<file path="src/rtl/neuron_pkg.sv">
// Shared definitions for the layer sequencer and the serial neuron MAC it drives:
// default data widths, a width helper and the sequencer state encoding.
package neuron_pkg;

  localparam int unsigned X_W   = 8;
  localparam int unsigned W_W   = 8;
  localparam int unsigned B_W   = 16;
  localparam int unsigned OUT_W = 16;

  // Ceiling log2; returns 0 for values 0 and 1.
  function automatic int unsigned clog2(input int unsigned value);
    int unsigned width;
    width = 0;
    while ((64'd1 << width) < 64'(value)) width++;
    return width;
  endfunction

  typedef enum logic [2:0] {
    S_IDLE     = 3'd0,
    S_FETCH    = 3'd1,
    S_WAIT_RD  = 3'd2,
    S_ISSUE    = 3'd3,
    S_WAIT_MAC = 3'd4,
    S_DONE     = 3'd5,
    S_DRAIN    = 3'd6
  } state_e;

endpackage

</file>
<file path="src/rtl/neuron_layer_sched_if.sv">
// Job/result handshake between the layer sequencer (master) and one serial neuron MAC (slave).
interface neuron_layer_sched_if #(
  parameter int unsigned NUM_INPUTS = 8,
  parameter int unsigned X_W        = neuron_pkg::X_W,
  parameter int unsigned W_W        = neuron_pkg::W_W,
  parameter int unsigned B_W        = neuron_pkg::B_W,
  parameter int unsigned OUT_W      = neuron_pkg::OUT_W
);

  logic                        in_valid;
  logic                        in_ready;
  logic [B_W-1:0]              bias;
  logic [NUM_INPUTS*X_W-1:0]   x_flat;
  logic [NUM_INPUTS*W_W-1:0]   w_flat;
  logic                        out_valid;
  logic [OUT_W-1:0]            out_data;

  modport master (
    output in_valid, bias, x_flat, w_flat,
    input  in_ready, out_valid, out_data
  );

  modport slave (
    input  in_valid, bias, x_flat, w_flat,
    output in_ready, out_valid, out_data
  );

endinterface

</file>
<file path="src/rtl/neuron_layer_sched.sv">
// Time-multiplexes one serial neuron MAC across all neurons of a fully-connected layer,
// fetching bias/weights per neuron and collecting results into a packed output vector.
module neuron_layer_sched #(
  parameter int unsigned NUM_NEURONS = 4,
  parameter int unsigned NUM_INPUTS  = 8,
  parameter int unsigned X_W         = neuron_pkg::X_W,
  parameter int unsigned W_W         = neuron_pkg::W_W,
  parameter int unsigned B_W         = neuron_pkg::B_W,
  parameter int unsigned OUT_W       = neuron_pkg::OUT_W,
  parameter int unsigned IDX_W       = (NUM_NEURONS > 1) ? neuron_pkg::clog2(NUM_NEURONS) : 1
) (
  input  logic                          clk,
  input  logic                          rst_n,
  input  logic                          start,
  input  logic                          abort,
  input  logic [NUM_INPUTS*X_W-1:0]     x_flat,
  output logic                          wmem_rd,
  output logic [IDX_W-1:0]              wmem_addr,
  input  logic [NUM_INPUTS*W_W-1:0]     wmem_rdata_w,
  input  logic [B_W-1:0]                wmem_rdata_b,
  neuron_layer_sched_if.master          mac,
  output logic [NUM_NEURONS*OUT_W-1:0]  y_flat,
  output logic                          busy,
  output logic                          done,
  output logic                          aborted
);

  import neuron_pkg::*;

  localparam int unsigned XF_W = NUM_INPUTS * X_W;
  localparam int unsigned WF_W = NUM_INPUTS * W_W;
  localparam int unsigned YF_W = NUM_NEURONS * OUT_W;
  localparam logic [IDX_W-1:0] LAST_IDX = IDX_W'(NUM_NEURONS - 1);

  state_e            state, state_n;
  logic [IDX_W-1:0]  idx, idx_n;
  logic [XF_W-1:0]   x_reg, x_reg_n;
  logic [WF_W-1:0]   w_reg, w_reg_n;
  logic [B_W-1:0]    b_reg, b_reg_n;
  logic [YF_W-1:0]   y_n;
  logic              mac_valid;
  logic              aborted_n;

  assign wmem_addr    = idx;
  assign mac.in_valid = mac_valid;
  assign mac.bias     = b_reg;
  assign mac.x_flat   = x_reg;
  assign mac.w_flat   = w_reg;

  // State, datapath and registered Moore outputs.
  always_ff @(posedge clk or negedge rst_n) begin
    if (!rst_n) begin
      state     <= S_IDLE;
      idx       <= '0;
      x_reg     <= '0;
      w_reg     <= '0;
      b_reg     <= '0;
      y_flat    <= '0;
      wmem_rd   <= 1'b0;
      mac_valid <= 1'b0;
      busy      <= 1'b0;
      done      <= 1'b0;
      aborted   <= 1'b0;
    end else begin
      state     <= state_n;
      idx       <= idx_n;
      x_reg     <= x_reg_n;
      w_reg     <= w_reg_n;
      b_reg     <= b_reg_n;
      y_flat    <= y_n;
      wmem_rd   <= (state_n == S_FETCH);
      mac_valid <= (state_n == S_ISSUE);
      busy      <= (state_n != S_IDLE);
      done      <= (state_n == S_DONE);
      aborted   <= aborted_n;
    end
  end

  // Next-state and datapath updates. The drain exit is judged on MAC status sampled
  // while already in DRAIN, so a job accepted on the abort edge is always waited out.
  always_comb begin
    state_n   = state;
    idx_n     = idx;
    x_reg_n   = x_reg;
    w_reg_n   = w_reg;
    b_reg_n   = b_reg;
    y_n       = y_flat;
    aborted_n = 1'b0;

    unique case (state)
      S_IDLE: begin
        if (start) begin
          x_reg_n = x_flat;
          idx_n   = '0;
          state_n = S_FETCH;
        end
      end
      S_FETCH:   state_n = S_WAIT_RD;
      S_WAIT_RD: begin
        w_reg_n = wmem_rdata_w;
        b_reg_n = wmem_rdata_b;
        state_n = S_ISSUE;
      end
      S_ISSUE: begin
        if (mac.in_ready) state_n = S_WAIT_MAC;
      end
      S_WAIT_MAC: begin
        if (mac.out_valid) begin
          for (int unsigned n = 0; n < NUM_NEURONS; n++) begin
            if (idx == IDX_W'(n)) y_n[n*OUT_W +: OUT_W] = mac.out_data;
          end
          if (idx == LAST_IDX) begin
            state_n = S_DONE;
          end else begin
            idx_n   = idx + IDX_W'(1);
            state_n = S_FETCH;
          end
        end
      end
      S_DONE:    state_n = S_IDLE;
      S_DRAIN: begin
        if (aborted) begin
          state_n = S_IDLE;
        end else begin
          aborted_n = mac.in_ready && !mac.out_valid;
        end
      end
      default:   state_n = S_IDLE;
    endcase

    // Abort overrides everything in an active layer, including a result landing this cycle.
    if (abort && (state inside {S_FETCH, S_WAIT_RD, S_ISSUE, S_WAIT_MAC})) begin
      state_n = S_DRAIN;
      idx_n   = idx;
      y_n     = y_flat;
    end
  end

endmodule

</file>
<file path="src/flat_wrapper.sv">
// flat-port wrapper written by rule: the top's interface ports become plain ports
module neuron_layer_sched_flat import neuron_pkg::*;
#(
  parameter int unsigned NUM_NEURONS = 4,
  parameter int unsigned NUM_INPUTS  = 8,
  parameter int unsigned X_W         = neuron_pkg::X_W,
  parameter int unsigned W_W         = neuron_pkg::W_W,
  parameter int unsigned B_W         = neuron_pkg::B_W,
  parameter int unsigned OUT_W       = neuron_pkg::OUT_W,
  parameter int unsigned IDX_W       = (NUM_NEURONS > 1) ? neuron_pkg::clog2(NUM_NEURONS) : 1
)
  (clk, rst_n, start, abort, x_flat, wmem_rd, wmem_addr, wmem_rdata_w, wmem_rdata_b, y_flat, busy, done, aborted, mac_in_valid, mac_bias, mac_x_flat, mac_w_flat, mac_in_ready, mac_out_valid, mac_out_data);
  neuron_layer_sched_if #(.NUM_INPUTS(NUM_INPUTS), .X_W(X_W), .W_W(W_W), .B_W(B_W), .OUT_W(OUT_W)) mac_i ();
  input  logic clk;
  input  logic rst_n;
  input  logic start;
  input  logic abort;
  input  logic [NUM_INPUTS*X_W-1:0] x_flat;
  output logic wmem_rd;
  output logic [IDX_W-1:0] wmem_addr;
  input  logic [NUM_INPUTS*W_W-1:0] wmem_rdata_w;
  input  logic [B_W-1:0] wmem_rdata_b;
  output logic [NUM_NEURONS*OUT_W-1:0] y_flat;
  output logic busy;
  output logic done;
  output logic aborted;
  output wire logic [$bits(mac_i.in_valid)-1:0] mac_in_valid;
  output wire logic [$bits(mac_i.bias)-1:0] mac_bias;
  output wire logic [$bits(mac_i.x_flat)-1:0] mac_x_flat;
  output wire logic [$bits(mac_i.w_flat)-1:0] mac_w_flat;
  input wire logic [$bits(mac_i.in_ready)-1:0] mac_in_ready;
  input wire logic [$bits(mac_i.out_valid)-1:0] mac_out_valid;
  input wire logic [$bits(mac_i.out_data)-1:0] mac_out_data;
  assign mac_in_valid = mac_i.in_valid;
  assign mac_bias = mac_i.bias;
  assign mac_x_flat = mac_i.x_flat;
  assign mac_w_flat = mac_i.w_flat;
  assign mac_i.in_ready = mac_in_ready;
  assign mac_i.out_valid = mac_out_valid;
  assign mac_i.out_data = mac_out_data;
  neuron_layer_sched #(.NUM_NEURONS(NUM_NEURONS), .NUM_INPUTS(NUM_INPUTS), .X_W(X_W), .W_W(W_W), .B_W(B_W), .OUT_W(OUT_W), .IDX_W(IDX_W)) u_core (.clk(clk), .rst_n(rst_n), .start(start), .abort(abort), .x_flat(x_flat), .wmem_rd(wmem_rd), .wmem_addr(wmem_addr), .wmem_rdata_w(wmem_rdata_w), .wmem_rdata_b(wmem_rdata_b), .mac(mac_i), .y_flat(y_flat), .busy(busy), .done(done), .aborted(aborted));
endmodule
</file>
<file path="config.mk">
export PLATFORM = sky130hd
export DESIGN_NAME = neuron_layer_sched_flat
export DESIGN_NICKNAME = d
export VERILOG_FILES = /design/src/rtl/neuron_pkg.sv /design/src/rtl/neuron_layer_sched_if.sv /design/src/rtl/neuron_layer_sched.sv /design/src/flat_wrapper.sv
export SDC_FILE = /design/constraint.sdc
export NUM_CORES = 1
export LEC_CHECK = 0
export ABC_AREA = 1
export ABC_CLOCK_PERIOD_IN_PS = 3200
export BUFFER_PORTS_ARGS = -buffer_cell sky130_fd_sc_hd__buf_2
export CORE_AREA = 2 2 150 152
export DETAILED_ROUTE_END_ITERATION = 10
export DIE_AREA = 0 0 152 154
export PLACE_DENSITY_LB_ADDON = 0.15
export SYNTH_ARGS = -nofsm -noshare
export SYNTH_HDL_FRONTEND = slang
export SYNTH_SLANG_ARGS = --single-unit
</file>
<file path="constraint.sdc">
create_clock -name clk -period 3.2 [get_ports clk]
set_clock_uncertainty 0.15 [all_clocks]
set_input_delay 0.64 -clock clk [delete_from_list [all_inputs] [get_ports clk]]
set_output_delay 0.64 -clock clk [all_outputs]
set_load 0.01 [all_outputs]
</file>
==> out/qor.txt <==
status - finished, final reports clean
H-tree levels - 1
Hold Vio Cnt, Final - 0
Fill cells - 1987
Syn Nets - 776
class of the worst hold path - primary input to flip-flop
routed wire length - 20600 um
HPWL after detailed placement - 14900 um
Die ar. - 23400 um^2
Die Wd - 152 um
fin area - 11200 um^2
dpl cell area - 10400 um^2
remaining global-route overflow - 0
final worst-path cycle share - 62.8%
post-synthesis sequential area ratio - 66.0%
CTS Buffer Depth - 3
DR WL/cell - 16.0 um
pre-CTS setup slack - 1180 ps
first-pass GRT wire length - 32600 um
Vias/cell - 4.54
Max Clk Rate - 498 MHz
synth top area cells - dfrtp_1 (66%), mux2_2 (20%), o21ai_0 (3.9%)
die height - 154 um
post-synthesis instance total - 606
Synth Register Bits - 218
critical path capture point type - flip-flop
peak supply drop - 0.000620 V
overall global routing resource usage - 17.1%
max_cap viols - 0
Design Power - 11.7 mW
Leakage - 5.86 nW
Area Growth Syn to Fin - 35.6%
First-pass DRT Iterations - 4
Worst-Skew Late Latency - 500 ps
endpoints failing setup - 0
crit path time final - 2010 ps
Synth top area share - 66.0%
CTS-repair resized insts - 0
DRC - 0
placed instance count - 1246
Initial Utilization - 38.1%
# nets final - 1163
via count - 5859
1st-iter DRT viols - 235
share of cells above drive strength 1 - 56.6%
FP Rows - 54
CP Data Arrival Time - 2240 ps
unique cell type count in the Yosys netlist - 18
CTS tree - done
initial antenna violation count - 0
final core utilization - 51.7%
Yosys warning count - 0
Pwr Density - 1040 nW/um^2
slew margin rel. - 61.6%
Req. time, crit path - 3430 ps
Yosys top cell by area - dfrtp_1
Sequential Area - 5460 um^2
Reg clk slew, reported paths - 60 ps
number of global-route vias before repair - 5921
Multi-input gate area - 2470 um^2
RSZ-0062 raised after global routing - false
Post-DRT Antenna Nets - 0
Post-Syn Area - 8270 um^2
Setup crit start kind - flip-flop
fin. max-slew vios - 0
Max FO, Critical Path - 41
Setup Fix Bufs, Post-CTS - 0
I/O pin count - 381
kind of critical path - flip-flop to flip-flop
Hold WS - 198 ps
Final Worst Setup Slack - 1190 ps
number of buffers created by CTS - 24
largest net degree at the start of global routing - 72
IO Port Bufs - 380
Non-Filler Instances - 1291
root buffer cell - clkbuf_16
# clock sinks - 218
gpl congestion - 0.781
Slew @ Worst Pin - 575 ps
final setup TNS - 0 ps
core area - 21700 um^2
post-synthesis average cell area - 13.6 um^2
-- sequential cells by signal, indices dropped and copies added (netlist names) --
register             cells
u_core.mac.in_valid      1
u_core.mac.bias         16
u_core.wmem_addr         2
u_core.aborted           1
u_core.wmem_rd           1
u_core.state             3
u_core.y_flat           64
u_core.busy              1
u_core.done              1
u_core.mac.w_flat       64
u_core.mac.x_flat       64
-- cell usage after synthesis, drive strengths merged --
cell	number
o21ai	65
nand3	3
buf	16
dfrtp	218
ha	4
mux2	144
nand4	4
nor2	17
nand2	89
inv	33
clkbuf	12
nor3	1
-- final cells by class --
| class | instances | area share, % |
|---|---|---|
| diodes | 1 | 0.0223 |
| clock buffers | 38 | 6.46 |
| clock inverters | 5 | 0.446 |
| inverters | 33 | 1.10 |
| multi-input cells | 327 | 22.1 |
| flip-flops and latches | 218 | 48.7 |
| well taps | 280 | 3.12 |
| repair buffers | 389 | 18.1 |
-- cells by family after synthesis --
kind of cell | count (synthesis) | synth area share [%]
and+or+nand+nor | 114 | 5.66
buffers and inverters | 61 | 4.24
AOI/OAI and AO/OA | 65 | 3.93
muxes | 144 | 19.6
adders and majority gates | 4 | 0.605
DFF | 218 | 66.0
-- report_power, final --
group | switching (mW) | internal (mW) | total, mW
Combinational | 2.19 | 2.18 | 4.37
Sequential | 0.595 | 4.05 | 4.64
Clock | 1.06 | 1.62 | 2.68
Total | 3.84 | 7.85 | 11.7
-- per-layer routing --
metal / vias to the layer above / track usage (%) / wire length (um)
li1: 2807 / - / -
met1: 2795 / 21.1 / 8400
met2: 228 / 30.1 / 10300
met3: 29 / 4.45 / 1530
met4: 0 / 4.23 / 346
met5: - / 0 / 0
-- what timing repair did --
item                       CTS  global route
hold buffers                 1             0
hold endpoints to repair    67             0
setup endpoints to repair    0             0
-- critical path: stages (launching register included) --
cell and delay [ps]:
dfrtp_1 420, inv_1 90, nor2_1 70, nand2_4 440, buf_12 310, mux2_2 370
-- final timing paths --
check	to	cells after the start	slack [ps]	from
min in group asynchronous	u_core.mac.w_flat[33]	2	570	rst_n
setup reg to reg	u_core.mac.w_flat[37]	5	1190	u_core.state[1]
hold / removal	u_core.aborted	2	200	mac_out_valid
setup / recovery	u_core.mac.w_flat[37]	5	1190	u_core.state[1]
max in group asynchronous	u_core.mac.bias[14]	3	1620	rst_n
hold reg to reg	u_core.y_flat[20]	2	330	u_core.y_flat[20]
-- placed cells by master, fill, tap and decap left out, types with 5 or more instances in the layout --
cell       synthesis  final
mux2_2           144    144
inv_1             33     33
dfrtp_1          218    218
o21ai_0           64     64
clkbuf_1           0      8
nand2_1           85     84
buf_2             11    379
clkbuf_8           8      5
clkbuf_16          0     25
nor2_1            17     17
Power figures use the tool's default switching activity.
